## src/rtl/rvfi_complete_pkg.sv

```systemverilog
// Shared types and constants for the RVFI completeness monitor.
package rvfi_complete_pkg;

  typedef enum logic [1:0] {
    ERR_NONE        = 2'd0,
    ERR_UNSPEC_IMPL = 2'd1,
    ERR_SPEC_UNIMPL = 2'd2,
    ERR_ORDER       = 2'd3
  } err_kind_e;

  typedef enum logic [1:0] {
    ST_SKIP  = 2'd0,
    ST_SEED  = 2'd1,
    ST_CHECK = 2'd2,
    ST_FAIL  = 2'd3
  } state_e;

  localparam logic [6:0] OPC_SYSTEM = 7'b1110011;

endpackage

```

## src/rtl/rvfi_complete_classify.sv

```systemverilog
// Per-channel classification of RTL trap status against the ISA spec model.
module rvfi_complete_classify
  import rvfi_complete_pkg::*;
(
  input  logic       valid,
  input  logic       trap,
  input  logic [6:0] insn,
  input  logic       spec_valid,
  input  logic       spec_trap,
  output logic       checked,
  output logic       fail,
  output err_kind_e  kind
);

  logic spec_ok;
  logic is_system;

  assign spec_ok   = spec_valid && !spec_trap;
  assign is_system = (insn == OPC_SYSTEM);

  // SYSTEM retirements still count as checked, they just never classify
  always_comb begin
    checked = valid;
    fail    = 1'b0;
    kind    = ERR_NONE;
    if (valid && !is_system) begin
      if (!trap && !spec_ok) begin
        fail = 1'b1;
        kind = ERR_UNSPEC_IMPL;
      end else if (trap && spec_ok) begin
        fail = 1'b1;
        kind = ERR_SPEC_UNIMPL;
      end
    end
  end

endmodule

```

## src/rtl/rvfi_complete_monitor.sv

```systemverilog
// Multi-retire RVFI completeness monitor: FSM, skip window, first-failure capture, stats.
// Optional retire-order tracking is enabled by defining RVFI_COMPLETE_ORDER_CHECK_EN.
module rvfi_complete_monitor
  import rvfi_complete_pkg::*;
#(
  parameter int NRET        = 2,
  parameter int ILEN        = 32,
  parameter int SKIP_CYCLES = 0,
  parameter int CNT_W       = 32,
  localparam int CHAN_W     = (NRET > 1) ? $clog2(NRET) : 1
) (
  input  logic                 clk,
  input  logic                 reset,
  input  logic [NRET-1:0]      rvfi_valid,
  input  logic [NRET-1:0]      rvfi_trap,
  input  logic [NRET*ILEN-1:0] rvfi_insn,
  input  logic [NRET*64-1:0]   rvfi_order,
  input  logic [NRET-1:0]      spec_valid,
  input  logic [NRET-1:0]      spec_trap,
  output logic                 err,
  output logic [1:0]           err_kind,
  output logic [CHAN_W-1:0]    err_chan,
  output logic [63:0]          err_order,
  output logic [ILEN-1:0]      err_insn,
  output logic [CNT_W-1:0]     retire_cnt,
  output logic [CNT_W-1:0]     trap_cnt
);

  localparam int SKIP_W = (SKIP_CYCLES > 0) ? $clog2(SKIP_CYCLES + 1) : 1;

  function automatic logic [CNT_W-1:0] sat_add(input logic [CNT_W-1:0] a,
                                               input logic [CNT_W-1:0] b);
    logic [CNT_W:0] s;
    s = {1'b0, a} + {1'b0, b};
    return s[CNT_W] ? '1 : s[CNT_W-1:0];
  endfunction

  state_e          state;
  logic [SKIP_W-1:0] skip_cnt;
  logic [NRET-1:0] chk;
  logic [NRET-1:0] cls_fail;
  logic [NRET-1:0] ord_fail;
  err_kind_e       cls_kind [NRET];
  logic            active;

  for (genvar g = 0; g < NRET; g++) begin : g_cls
    rvfi_complete_classify u_cls (
      .valid      (rvfi_valid[g]),
      .trap       (rvfi_trap[g]),
      .insn       (rvfi_insn[g*ILEN +: 7]),
      .spec_valid (spec_valid[g]),
      .spec_trap  (spec_trap[g]),
      .checked    (chk[g]),
      .fail       (cls_fail[g]),
      .kind       (cls_kind[g])
    );
  end

  assign active = (state != ST_SKIP);

  logic [CNT_W-1:0] pop_chk;
  logic [CNT_W-1:0] pop_trap;

  always_comb begin
    pop_chk  = '0;
    pop_trap = '0;
    for (int k = 0; k < NRET; k++) begin
      if (chk[k])                pop_chk  = pop_chk + CNT_W'(1);
      if (chk[k] && rvfi_trap[k]) pop_trap = pop_trap + CNT_W'(1);
    end
  end

`ifdef RVFI_COMPLETE_ORDER_CHECK_EN
  logic [63:0] exp_order;

  // a channel after any invalid lower channel is a gap and fails order
  always_comb begin
    logic gap;
    gap      = 1'b0;
    ord_fail = '0;
    for (int k = 0; k < NRET; k++) begin
      if (rvfi_valid[k]) begin
        if (state == ST_CHECK &&
            (gap || rvfi_order[k*64 +: 64] != exp_order + 64'(k)))
          ord_fail[k] = 1'b1;
      end else begin
        gap = 1'b1;
      end
    end
  end

  always_ff @(posedge clk) begin
    if (reset) begin
      exp_order <= '0;
    end else if (state == ST_SEED && |rvfi_valid) begin
      exp_order <= rvfi_order[63:0] + 64'(pop_chk);
    end else if (state == ST_CHECK) begin
      exp_order <= exp_order + 64'(pop_chk);
    end
  end
`else
  assign ord_fail = '0;
`endif

  logic              cap_hit;
  err_kind_e         cap_kind;
  logic [CHAN_W-1:0] cap_chan;
  logic [63:0]       cap_order;
  logic [ILEN-1:0]   cap_insn;

  // descending scan so the lowest failing channel is the one left standing
  always_comb begin
    cap_hit   = 1'b0;
    cap_kind  = ERR_NONE;
    cap_chan  = '0;
    cap_order = '0;
    cap_insn  = '0;
    for (int k = NRET - 1; k >= 0; k--) begin
      if (cls_fail[k] || ord_fail[k]) begin
        cap_hit   = 1'b1;
        cap_kind  = cls_fail[k] ? cls_kind[k] : ERR_ORDER;
        cap_chan  = CHAN_W'(k);
        cap_order = rvfi_order[k*64 +: 64];
        cap_insn  = rvfi_insn[k*ILEN +: ILEN];
      end
    end
  end

  always_ff @(posedge clk) begin
    if (reset) begin
      state      <= ST_SKIP;
      skip_cnt   <= SKIP_W'(SKIP_CYCLES);
      err        <= 1'b0;
      err_kind   <= ERR_NONE;
      err_chan   <= '0;
      err_order  <= '0;
      err_insn   <= '0;
      retire_cnt <= '0;
      trap_cnt   <= '0;
    end else begin
      if (active) begin
        retire_cnt <= sat_add(retire_cnt, pop_chk);
        trap_cnt   <= sat_add(trap_cnt, pop_trap);
      end
      case (state)
        ST_SKIP: begin
          if (skip_cnt == '0) state <= ST_SEED;
          else                skip_cnt <= skip_cnt - SKIP_W'(1);
        end
        ST_SEED, ST_CHECK: begin
          if (cap_hit) begin
            state     <= ST_FAIL;
            err       <= 1'b1;
            err_kind  <= cap_kind;
            err_chan  <= cap_chan;
            err_order <= cap_order;
            err_insn  <= cap_insn;
          end else if (state == ST_SEED && |rvfi_valid) begin
            state <= ST_CHECK;
          end
        end
        default: ;
      endcase
    end
  end

endmodule
```

## config.mk

```make
export PLATFORM = sky130hd
export DESIGN_NAME = rvfi_complete_monitor
export DESIGN_NICKNAME = d
export VERILOG_FILES = /design/src/rtl/rvfi_complete_pkg.sv /design/src/rtl/rvfi_complete_classify.sv /design/src/rtl/rvfi_complete_monitor.sv
export SDC_FILE = /design/constraint.sdc
export NUM_CORES = 1
export LEC_CHECK = 0
export CAP_MARGIN = 10
export CORE_MARGIN = 1.5
export CORE_UTILIZATION = 38
export DETAILED_ROUTE_END_ITERATION = 10
export PLACE_DENSITY = 0.84
export SLEW_MARGIN = 30
export SYNTH_ARGS = -nofsm -noshare
export SYNTH_HDL_FRONTEND = slang
export SYNTH_SLANG_ARGS = --single-unit
```

## constraint.sdc

```tcl
create_clock -name clk -period 3.9 [get_ports clk]
set_input_delay 0.78 -clock clk [delete_from_list [all_inputs] [get_ports clk]]
set_output_delay 0.78 -clock clk [all_outputs]
set_load 0.02 [all_outputs]
```

==> flow_summary.yaml <==
run_status:
  outcome: "completed"
synth:
  yosysSeqAreaShare: 0.425
  syn-num-nets: 1084
  syn_area_um2: 7820
  ys_top_cells_by_area: "dfxtp_1 42%, nor2_1 6.0%, a221oi_1 5.6%, a211oi_1 4.1%, nor3_1 4.1%"
  ys_ff_latch: 166
  ys_types: 60
  netlist.top_cell.by_area: "dfxtp_1"
  yosysWarnings: 0
  synth_flop_cell: "dfxtp_1"
  synthCells: 866
  yosysTopAreaCellShare: 0.425
  synth.most_common_cell: "dfxtp_1"
  synth_area_per_cell_um2: 9.03
  synth_common_cells: "166 x dfxtp_1, 126 x nor2_1, 64 x nor3_1, 50 x a221oi_1, 43 x a211oi_1"
  async_flop_share: 0
  synth_edf_count: 0
routing:
  firstDrtPassIters: 5
  first_iter_violations: 485
  num_vias: 8120
  via_per_inst: 5.48
  wl_per_cell_um: 17.5
  drtAntennaViolNets: 0
  route.detailed.drc: 0
  routed_wl_um: 25900
power_and_ir_drop:
  leakagePower_nw: 4.28
  vdd_drop_max_uv: 306
  power_density_nw_per_um2: 589
die:
  io-pin-count: 366
  die_area_um2: 21500
  fp.dieH_um: 146
  rows: 52
  die-width_um: 146
  initial_core_util: 0.387
  core_um2: 20200
sta:
  timing.final.crit_period_ns: 3.51
  drv_slew: 0
  slew_headroom: 0.509
  period_share: 0.901
  finalSetupViolCount: 0
  timing.hold.ws_ns: 0.480
  rsz0062_at_grt: "false"
  fmax_mhz: 285
  hold_violations: 0
  clock_skew_ns: 0.0115
  worstMarginPinSlew_ns: 0.734
run:
  cap_viol_max_count: 0
setup_path:
  worstSetupStartpointType: "input port"
  worstPathMaxFanout: 26
  r2r_slack_ns: 1.30
  worstPathRequired_ns: 4.25
  end_kind: "flop"
  crit_type: "input port to flop"
  arrival_ns: 3.86
clock_tree:
  holdBufCountCts: 0
  clkSinkCount: 166
  cts_root_buf: "clkbuf_16"
  cts_setup_buffers: 0
  cts_htree_levels: 4
  cts_tree: "done"
  cts_buffer_depth: 2
  cts_inserted_buffers: 17
  path_clk_slew_ns: 0.07
  cts_resized: 0
  insertion_delay_ns: 0.43
place:
  portBuffers: 365
  place_area_um2: 11700
  place_congestion: 0.843
  dp_cells: 1448
  dp_hpwl_um: 18900
finish:
  post-route-cell-area_um2: 12300
  fill_cells: 1692
  nets: 1416
  instances_no_fill: 1481
  drive_gt1_frac: 0.0933
  regArea_um2: 3320
  antenna_cells: 0
  multi_input_area_um2: 4060
  layout-area-overhead-vs-synth_pct: 56.8
global_route:
  grt_pass1_vias: 7722
  grt_pass1_wl_um: 40600
  grt.busiest_layer: "met2"
  use_met1: 0.277
  grt.overflow.total: 0
  use_met2: 0.408
  grt_usage: 0.235
  grt_max_degree: 96
  grt_antenna_before_repair: 0
  grt_use_met3: 0.0653
worst_hold_path:
  min_path_type: "flop to flop"
cells in the final DEF, fill, tap and decap left out, drive strengths merged, types with 20 or more instances in the layout:
master and n:
xnor2 26, a21oi 52, o22ai 40, nand2 28, clkdlybuf4s50 364, clkbuf 20, nand3 20, dfxtp 166
nor2 127, a221oi 60, nor3 76, a211oi 44, inv 33
per-layer routing:
metal	vias up	routed length, um
li1	3868	-
met1	3866	10400
met2	343	13100
met3	43	1880
met4	0	614
met5	-	0
path summary, 6_finish.rpt:
path / cells past startpoint / to / start
hold reg to reg: 2 / state[1]$_SDFFE_PP0P_ / state[1]$_SDFFE_PP0P_
setup reg to reg: 8 / trap_cnt[18]$_SDFFE_PP0N_ / trap_cnt[0]$_SDFFE_PP0N_
setup / recovery: 12 / trap_cnt[18]$_SDFFE_PP0N_ / rvfi_trap[0]
hold / removal: 2 / state[1]$_SDFFE_PP0P_ / state[1]$_SDFFE_PP0P_
sequential cells by signal, indices dropped and copies added (netlist names):
name	count
trap_cnt	32
err_chan	1
retire_cnt	32
err_order	64
err_kind	2
err	1
err_insn	32
state	2
cell families after synthesis:
family | synth area share
xor+xnor | 0.0493
mux | 0.00384
buf+inv | 0.0585
compound gates | 0.223
simple gates | 0.213
flops | 0.425
fa+ha+maj | 0.0275
metrics by stage:
stage	setup WS [ns]	setup TNS [ns]	utilization	total power, mW
finish	0.388	0	0.606	7.22
global route	0.251	0	0.606	7.62
CTS	0.372	0	0.605	7.24
detailed placement	-0.0674	-0.439	0.577	5.59
global placement	0.0710	0	0.577	5.52
floorplan	0.778	0	-	4.18
final cells by class:
cell class	instances	area share
multi-input combinational	602	0.331
sequential	166	0.271
tap	270	0.0275
inverter	28	0.00857
clock inverter	12	0.00949
clock buffer	20	0.0364
timing repair buffer	383	0.316
critical path: stages:
cell             delay [ns]
clkdlybuf4s50_1        0.44
inv_1                  0.13
nor2_1                 0.06
ha_1                   0.29
ha_1                   0.17
inv_1                  0.06
fa_1                   0.38
or3b_4                 0.43
nor3_4                 0.20
and3_1                 0.34
nand2_4                0.30
a31oi_1                0.25
report_power, final:
| group | switching [mW] | leakage (nW) | internal, mW |
|---|---|---|---|
| registers | 0.238 | 1.35 | 2.13 |
| clock network | 0.724 | 0.272 | 0.906 |
| logic | 1.76 | 2.65 | 1.46 |
(Power assumes the default switching activity.)
